[config.mk]
export PLATFORM = sky130hd
export DESIGN_NAME = bcd_converter
export DESIGN_NICKNAME = d
export VERILOG_FILES = /design/src/rtl/disp_pkg.sv /design/src/rtl/bcd_digit_adj.sv /design/src/rtl/bcd_converter.sv
export SDC_FILE = /design/constraint.sdc
export NUM_CORES = 1
export LEC_CHECK = 0
export BUFFER_PORTS_ARGS = -buffer_cell sky130_fd_sc_hd__clkbuf_2
export CAP_MARGIN = 20
export CORE_MARGIN = 2
export CORE_UTILIZATION = 46
export CTS_CLUSTER_DIAMETER = 30
export DETAILED_ROUTE_END_ITERATION = 16
export PLACE_DENSITY_LB_ADDON = 0.12
export SLEW_MARGIN = 20
export SYNTH_ARGS = -nofsm -noshare
export SYNTH_HDL_FRONTEND = slang
export SYNTH_SLANG_ARGS = --single-unit
[constraint.sdc]
create_clock -name clk_i -period 2.2 [get_ports clk_i]
set_clock_uncertainty 0.1 [all_clocks]
set_input_delay 0.11 -clock clk_i [delete_from_list [all_inputs] [get_ports clk_i]]
set_output_delay 0.11 -clock clk_i [all_outputs]
set_load 0.01 [all_outputs]
[src/rtl/disp_pkg.sv]
// Shared definitions for the BCD display converter: FSM states and display limits.
package disp_pkg;

  typedef enum logic [1:0] {
    ST_IDLE,
    ST_SHIFT,
    ST_DONE
  } state_t;

  localparam int unsigned NUM_DIGITS = 4;
  localparam int unsigned MAX_DISP   = 9999;

endpackage

[src/rtl/bcd_digit_adj.sv]
// Double-dabble digit correction: add 3 to a BCD nibble that is 5 or more.
module bcd_digit_adj (
  input  logic [3:0] digit_in,
  output logic [3:0] digit_out
);

  always_comb begin
    digit_out = digit_in;
    if (digit_in >= 4'd5) digit_out = digit_in + 4'd3;
  end

endmodule

[src/rtl/bcd_converter.sv]
// Sequential binary-to-BCD converter (shift-and-add-3, one bit per cycle).
// Define BCD_SAT_EN to clamp displayed digits to 9999 on overflow.
module bcd_converter
  import disp_pkg::*;
#(
  parameter int unsigned BIN_W = 16
) (
  input  logic             clk_i,
  input  logic             porb_i,
  input  logic             start_i,
  input  logic [BIN_W-1:0] bin_data_i,
  output logic [3:0]       bcd_digits_o [NUM_DIGITS-1:0],
  output logic             done_o,
  output logic             busy_o,
  output logic             ovf_o
);

  localparam int unsigned SCR_DIGITS = NUM_DIGITS + 1;
  localparam logic [4:0]  LAST_ITER  = 5'(BIN_W);

  state_t                    state_q, state_d;
  logic [BIN_W-1:0]          shreg_q;
  logic [4*SCR_DIGITS-1:0]   scratch_q;
  logic [4*SCR_DIGITS-1:0]   scratch_adj;
  logic [4:0]                iter_q;
  logic                      last_iter;
  logic                      scr_ovf;
  logic [3:0]                result_d [NUM_DIGITS-1:0];

  for (genvar g = 0; g < SCR_DIGITS; g++) begin : g_adj
    bcd_digit_adj u_adj (
      .digit_in  (scratch_q[4*g +: 4]),
      .digit_out (scratch_adj[4*g +: 4])
    );
  end

  assign last_iter = (iter_q == LAST_ITER);
  assign busy_o    = (state_q != ST_IDLE);
  // The adjuster maps zero to zero and any legal nonzero digit to nonzero,
  // so the adjusted top digit is an equivalent overflow test.
  assign scr_ovf   = (scratch_adj[4*SCR_DIGITS-1 -: 4] != '0);

  always_ff @(posedge clk_i or negedge porb_i) begin
    if (!porb_i) state_q <= ST_IDLE;
    else         state_q <= state_d;
  end

  always_comb begin
    state_d = state_q;
    unique case (state_q)
      ST_IDLE:  if (start_i) state_d = ST_SHIFT;
      ST_SHIFT: if (last_iter) state_d = ST_DONE;
      ST_DONE:  state_d = ST_IDLE;
      default:  state_d = ST_IDLE;
    endcase
  end

  always_ff @(posedge clk_i or negedge porb_i) begin
    if (!porb_i) begin
      shreg_q   <= '0;
      scratch_q <= '0;
      iter_q    <= '0;
    end else begin
      unique case (state_q)
        ST_IDLE: begin
          if (start_i) begin
            shreg_q   <= bin_data_i;
            scratch_q <= '0;
            iter_q    <= '0;
          end
        end
        ST_SHIFT: begin
          if (!last_iter) begin
            scratch_q <= {scratch_adj[4*SCR_DIGITS-2:0], shreg_q[BIN_W-1]};
            shreg_q   <= shreg_q << 1;
            iter_q    <= iter_q + 5'd1;
          end
        end
        default: ;
      endcase
    end
  end

  always_comb begin
    for (int unsigned i = 0; i < NUM_DIGITS; i++) begin
      result_d[i] = scratch_q[4*(NUM_DIGITS-1-i) +: 4];
    end
`ifdef BCD_SAT_EN
    if (scr_ovf) begin
      for (int unsigned i = 0; i < NUM_DIGITS; i++) result_d[i] = 4'd9;
    end
`endif
  end

  always_ff @(posedge clk_i or negedge porb_i) begin
    if (!porb_i) begin
      done_o       <= 1'b0;
      ovf_o        <= 1'b0;
      bcd_digits_o <= '{default: '0};
    end else begin
      done_o <= (state_q == ST_SHIFT) && last_iter;
      if ((state_q == ST_SHIFT) && last_iter) begin
        ovf_o        <= scr_ovf;
        bcd_digits_o <= result_d;
      end
    end
  end

endmodule
### Yosys cells after proc, flatten, opt, wreduce, memory -nomap -nowiden

Cells that the tools add are included.

* add/subtract/negate cells: 6
* $lt $le $gt $ge: 5
* eq/ne operators: 5
* mux-type cells: 17
* reduce and logical (&&, ||, !) cells: 7

Operators with widths (count)
* 20-bit 2-to-1 mux: 2
* 20-bit case mux with 2 select lines: 1
* 16-bit 2-to-1 mux: 2
* 16-bit case mux with 2 select lines: 1
* 4-bit by 2-bit adder with 4-bit output, second input constant: 5
* 4-bit by 3-bit greater-or-equal comparator with 1-bit output, second input constant: 5
* 4-bit 2-to-1 mux: 5
* 5-bit 2-to-1 mux: 2
* 5-bit case mux with 2 select lines: 1
* 2-bit inequality test, second input constant: 3
* 5-bit by 1-bit adder with 5-bit output, second input constant: 1
* 5-bit equality test, second input constant: 1
* 2-bit 2-to-1 mux: 2
* 2-bit case mux with 2 select lines: 1
* 2-bit nonzero test: 2
* 4-bit nonzero test: 1
* 3-bit AND reduction: 1
* 2-bit by 1-bit equality test with 1-bit output, second input constant: 1
* 2-bit zero test: 1
* 2-bit AND reduction: 1
* 1-bit logical AND: 1

* bits in registers: 61
* logic and storage cells: 50

### Depth between registers and ports, before layout

* depth after elaboration: 4
* depth in mapped cells: 8
* depth with buffers taken out: 7

### Hierarchy

From an unflattened synthesis, not the netlist that was laid out.

* cell total of the unflattened synthesis: 300
* area, all modules: 3099.2 sq um

By module, submodules not included
* bcd_converter: times used 1, cells an instance 220, area each 2592.5 sq um, seq. area each 1526.5 sq um
* bcd_digit_adj: times used 5, cells an instance 16, area each 101.3 sq um, seq. area each 0.0 sq um

### Worst setup path before layout

No wires, ideal clock.

* kind: reg-to-reg
* from: reg iter_q[0]
* to: reg scratch_q[19]
* setup time: 122 ps
* arrival: 1457 ps
* data required time: 1978 ps
* slack: 521 ps
* stages on the path, launching flop included: 9
* buffers on the path: 2
* cells stage by stage: dfrtp_1 > inv_1 > ha_1 > and4bb_4 > nand2b_4 > buf_6 > buf_6 > o31ai_2 > a32o_1

* cells in the longest elaborated chain, start to end: 3

RTL lines
* from (decl): RTL line bcd_converter.sv:25 `logic [4:0] iter_q;`
* from (signal assigned): RTL line bcd_converter.sv:76 `iter_q <= iter_q + 5'd1;`
* 5-bit equality test: RTL line bcd_converter.sv:37 `assign last_iter = (iter_q == LAST_ITER);`
* 2-bit inequality test (no source line)
* 3-bit AND reduction (no source line)
* to (signal assigned): RTL line bcd_converter.sv:74 `scratch_q <= {scratch_adj[4*SCR_DIGITS-2:0], shreg_q[BIN_W-1]};`
* to (decl): RTL line bcd_converter.sv:23 `logic [4*SCR_DIGITS-1:0] scratch_q;`

Every way passes these cells.
A chain may end at the register's enable or synchronous reset.

### Final worst setup path

* from: reg iter_q[0]
* to: reg shreg_q[5]

* cells in the longest elaborated chain, start to end: 3

RTL lines
* 5-bit equality test: RTL line bcd_converter.sv:37
* 2-bit inequality test (no source line)
* 3-bit AND reduction (no source line)
* to (signal assigned): RTL line bcd_converter.sv:67 `shreg_q <= bin_data_i;`
* to (signal assigned): RTL line bcd_converter.sv:75 `shreg_q <= shreg_q << 1;`
* to (decl): RTL line bcd_converter.sv:22 `logic [BIN_W-1:0] shreg_q;`

Every way passes these cells.

==> run metrics <==
number of global-route vias before repair=2165; final clock period utilization by the worst path=0.859; Unique masters post-synth=34; initial standard-cell utilization of the core=0.470; # diodes=0; Hold WC Path Type=in2reg; worst slew margin relative to its limit=0.623; sinks on the clock net=61; sequential element share of the synthesized area=0.517; routability cong.=0.789; via/cell ratio=5.06; number of DRC violations after detailed-routing iteration 0=96; DRC Markers=0; Primary FF master, synth=dfrtp_1; Worst Path Max Fanout=13; start point of the worst min-delay path=start_i; endpoint type of the worst setup path=register; Synth top area share=0.517; achievable frequency=0.529 GHz; critical path startpoint category=register; buffer levels on the longest clock path=2; highest ir drop seen on vdd=0.000610 V; number of warnings printed during yosys synthesis=0; number of nets in the synthesized netlist=334; number of synthesized register bits=61; data arrival time of the critical path=2040 ps; unrepaired setup endpoints after global routing=no; clock-pin slew on the worst setup and hold paths=60 ps; final-layout worst hold slack=46.9 ps; H-tree levels=3; standard cell core area=6280 µm²; Setup Viol. Count Final=0; minimum period implied by the final worst setup slack=1890 ps; area overhead of the layout relative to synthesis=19.3%; via count=2227; max-cap violations=0; maximum number of pins on one net before global-route repair=35; Least-Margin Pin Slew=565 ps; classification of the worst setup path=reg2reg; cell count after synthesis=303; Top Ports=38; clock insertion delay at the later pin of the skew report=330 ps; total power per unit cell area=1450 nW/µm²; clock tree from TritonCTS=yes; mean instance size in the synthesized netlist=9.74 µm²; wire length of the first global-routing pass=10300 µm; Tot GR Track Use=0.185; Num CTS Buffers=9; post-detailed-placement half-perimeter wirelength=3900 µm; standby leakage power=1.72 nW; grt ovf=0; cell area after synthesis=2950 µm²; first-pass detailed-route iteration total=4; post-layout net count=391; cell at the slowest stage of the critical path=o21ai_4; initial antenna violation count=0; final count of pins violating max slew=0; Port Buf Inserts=37; EDFF count, synth=0; drt total wl=5880 µm; die area=7070 µm²; final number of hold-violating endpoints=0; result of the run=finished clean; average wire per standard cell=13.4 µm; clock root buffer=clkbuf_8; Die Wd=84.1 µm; die outline height=84.1 µm; fraction of registers with async set or reset after synthesis=1.00; critical-path cell list=inv_1 > ha_1 > and4bb_4 > o21ai_4 > buf_4 > nor2_1 > a31oi_1; cell types occupying the most area after synthesis=dfrtp_1 (52%), nand2_1 (8.9%), ha_1 (5.1%), a31oi_1 (3.2%), o21ai_0 (3.1%); delay of the slowest cell on the worst path=390 ps; origin of the worst setup path=iter_q[0]; number of placement rows=29; worst reg2reg startpoint=iter_q[0]; proportion of layout cells with a drive suffix above 1=0.207; Routed Antenna Nets=0; postcts setup bufs=0; cell taking the most area after synthesis=dfrtp_1; Final TNS setup=0 ps; required time worst endpoint=2350 ps
==> report_power, final <==
part           leakage [nW]  total (mW)  internal [mW]  switching, mW
logic                 0.864        2.27          0.999           1.27
clock network        0.0881       0.852          0.454          0.398
registers             0.764        1.98           1.63          0.352
==> worst max-delay path, delay by kind of cell, from the launching register on <==
family                     cells  cell delay [ps]
AOI/OAI and AO/OA              2              540
adders and majority gates      1              190
buffers and inverters          2              330
DFF                            1              380
and+or+nand+nor                2              270
==> synthesized netlist by cell type (all sizes together) (5+ instances only) <==
| library cell | n |
|---|---|
| nand3 | 11 |
| nand2 | 70 |
| dfrtp | 61 |
| xnor2 | 5 |
| nand2b | 7 |
| o21ai | 24 |
| o31ai | 8 |
| ha | 12 |
| a21oi | 5 |
| inv | 15 |
| a32o | 5 |
| xor2 | 6 |
| buf | 11 |
| a31oi | 16 |
| mux2 | 5 |
| nor2 | 20 |
| clkbuf | 6 |
==> state kept, by name (all words and copies together) (netlist names) <==
signal        flops
scratch_q        20
bcd_digits_o     16
shreg_q          16
iter_q            5
state_q           2
done_o            1
ovf_o             1
==> layout make-up <==
type,count,area [µm²]
inverter,15,56.3
fill,576,2760
clock buffer,12,155
multi-input combinational,210,1250
clock inverter,2,10.0
timing repair buffer,63,423
sequential,61,1530
tap,77,96.3
==> cell usage in the layout (no fill, tap or decap), types with 11 or more instances in the layout <==
| master | instances |
|---|---|
| clkbuf_8 | 11 |
| inv_1 | 15 |
| a31oi_1 | 15 |
| nor2_1 | 19 |
| nand3_1 | 11 |
| o21ai_0 | 18 |
| ha_1 | 12 |
| clkbuf_2 | 37 |
| dlygate4sd3_1 | 17 |
| nand2_1 | 70 |
| dfrtp_1 | 61 |
==> layer usage <==
metal / wire (µm) / vias up / global-route usage
met5: 0 / - / 0
met4: 56 / 0 / 0.0762
met3: 151 / 4 / 0.0475
met2: 2620 / 27 / 0.278
met1: 3050 / 1062 / 0.255
li1: - / 1134 / -
==> repair_timing <==
action                     4_1_cts  5_1_grt
gates resized for setup          0        1
hold buffers                    17        0
hold endpoints to repair        34        0
setup endpoints to repair        0        1
==> cell families (layout without fill, tap and decap cells) <==
| kind of cell | count (synthesis) | count (layout) | share of synthesized area |
|---|---|---|---|
| AND/OR/NAND/NOR | 119 | 119 | 0.177 |
| AO/OA/AOI/OAI | 62 | 62 | 0.140 |
| flip-flops | 61 | 61 | 0.517 |
| buffers and inverters | 32 | 92 | 0.0594 |
| adder cells (fa/ha/maj) | 12 | 12 | 0.0509 |
| XOR/XNOR | 11 | 11 | 0.0327 |
| multiplexers | 6 | 6 | 0.0225 |
==> through the flow <==
stage | utilization | power, mW | setup WS [ps] | std cells | instance area (µm²)
after global routing | 0.560 | 5.59 | 183 | 440 | 3520
after detailed placement | 0.507 | 4.26 | 143 | 409 | 3180
final | 0.560 | 5.10 | 310 | 440 | 3520
after CTS | 0.560 | 5.16 | 104 | 440 | 3520
after floorplan | - | 3.75 | 521 | 303 | 2950
after global placement | 0.507 | 4.19 | 186 | 409 | 3180
==> final timing paths <==
path	to	cells past startpoint	slack [ps]
max	shreg_q[5]	7	310
min	iter_q[4]	4	50
max reg2reg	shreg_q[5]	7	310
min reg2reg	bcd_digits_o[6]	2	370
max in group asynchronous	scratch_q[16]	3	1100
min in group asynchronous	iter_q[2]	2	180
Note: power is estimated with default switching activity, not from simulation.
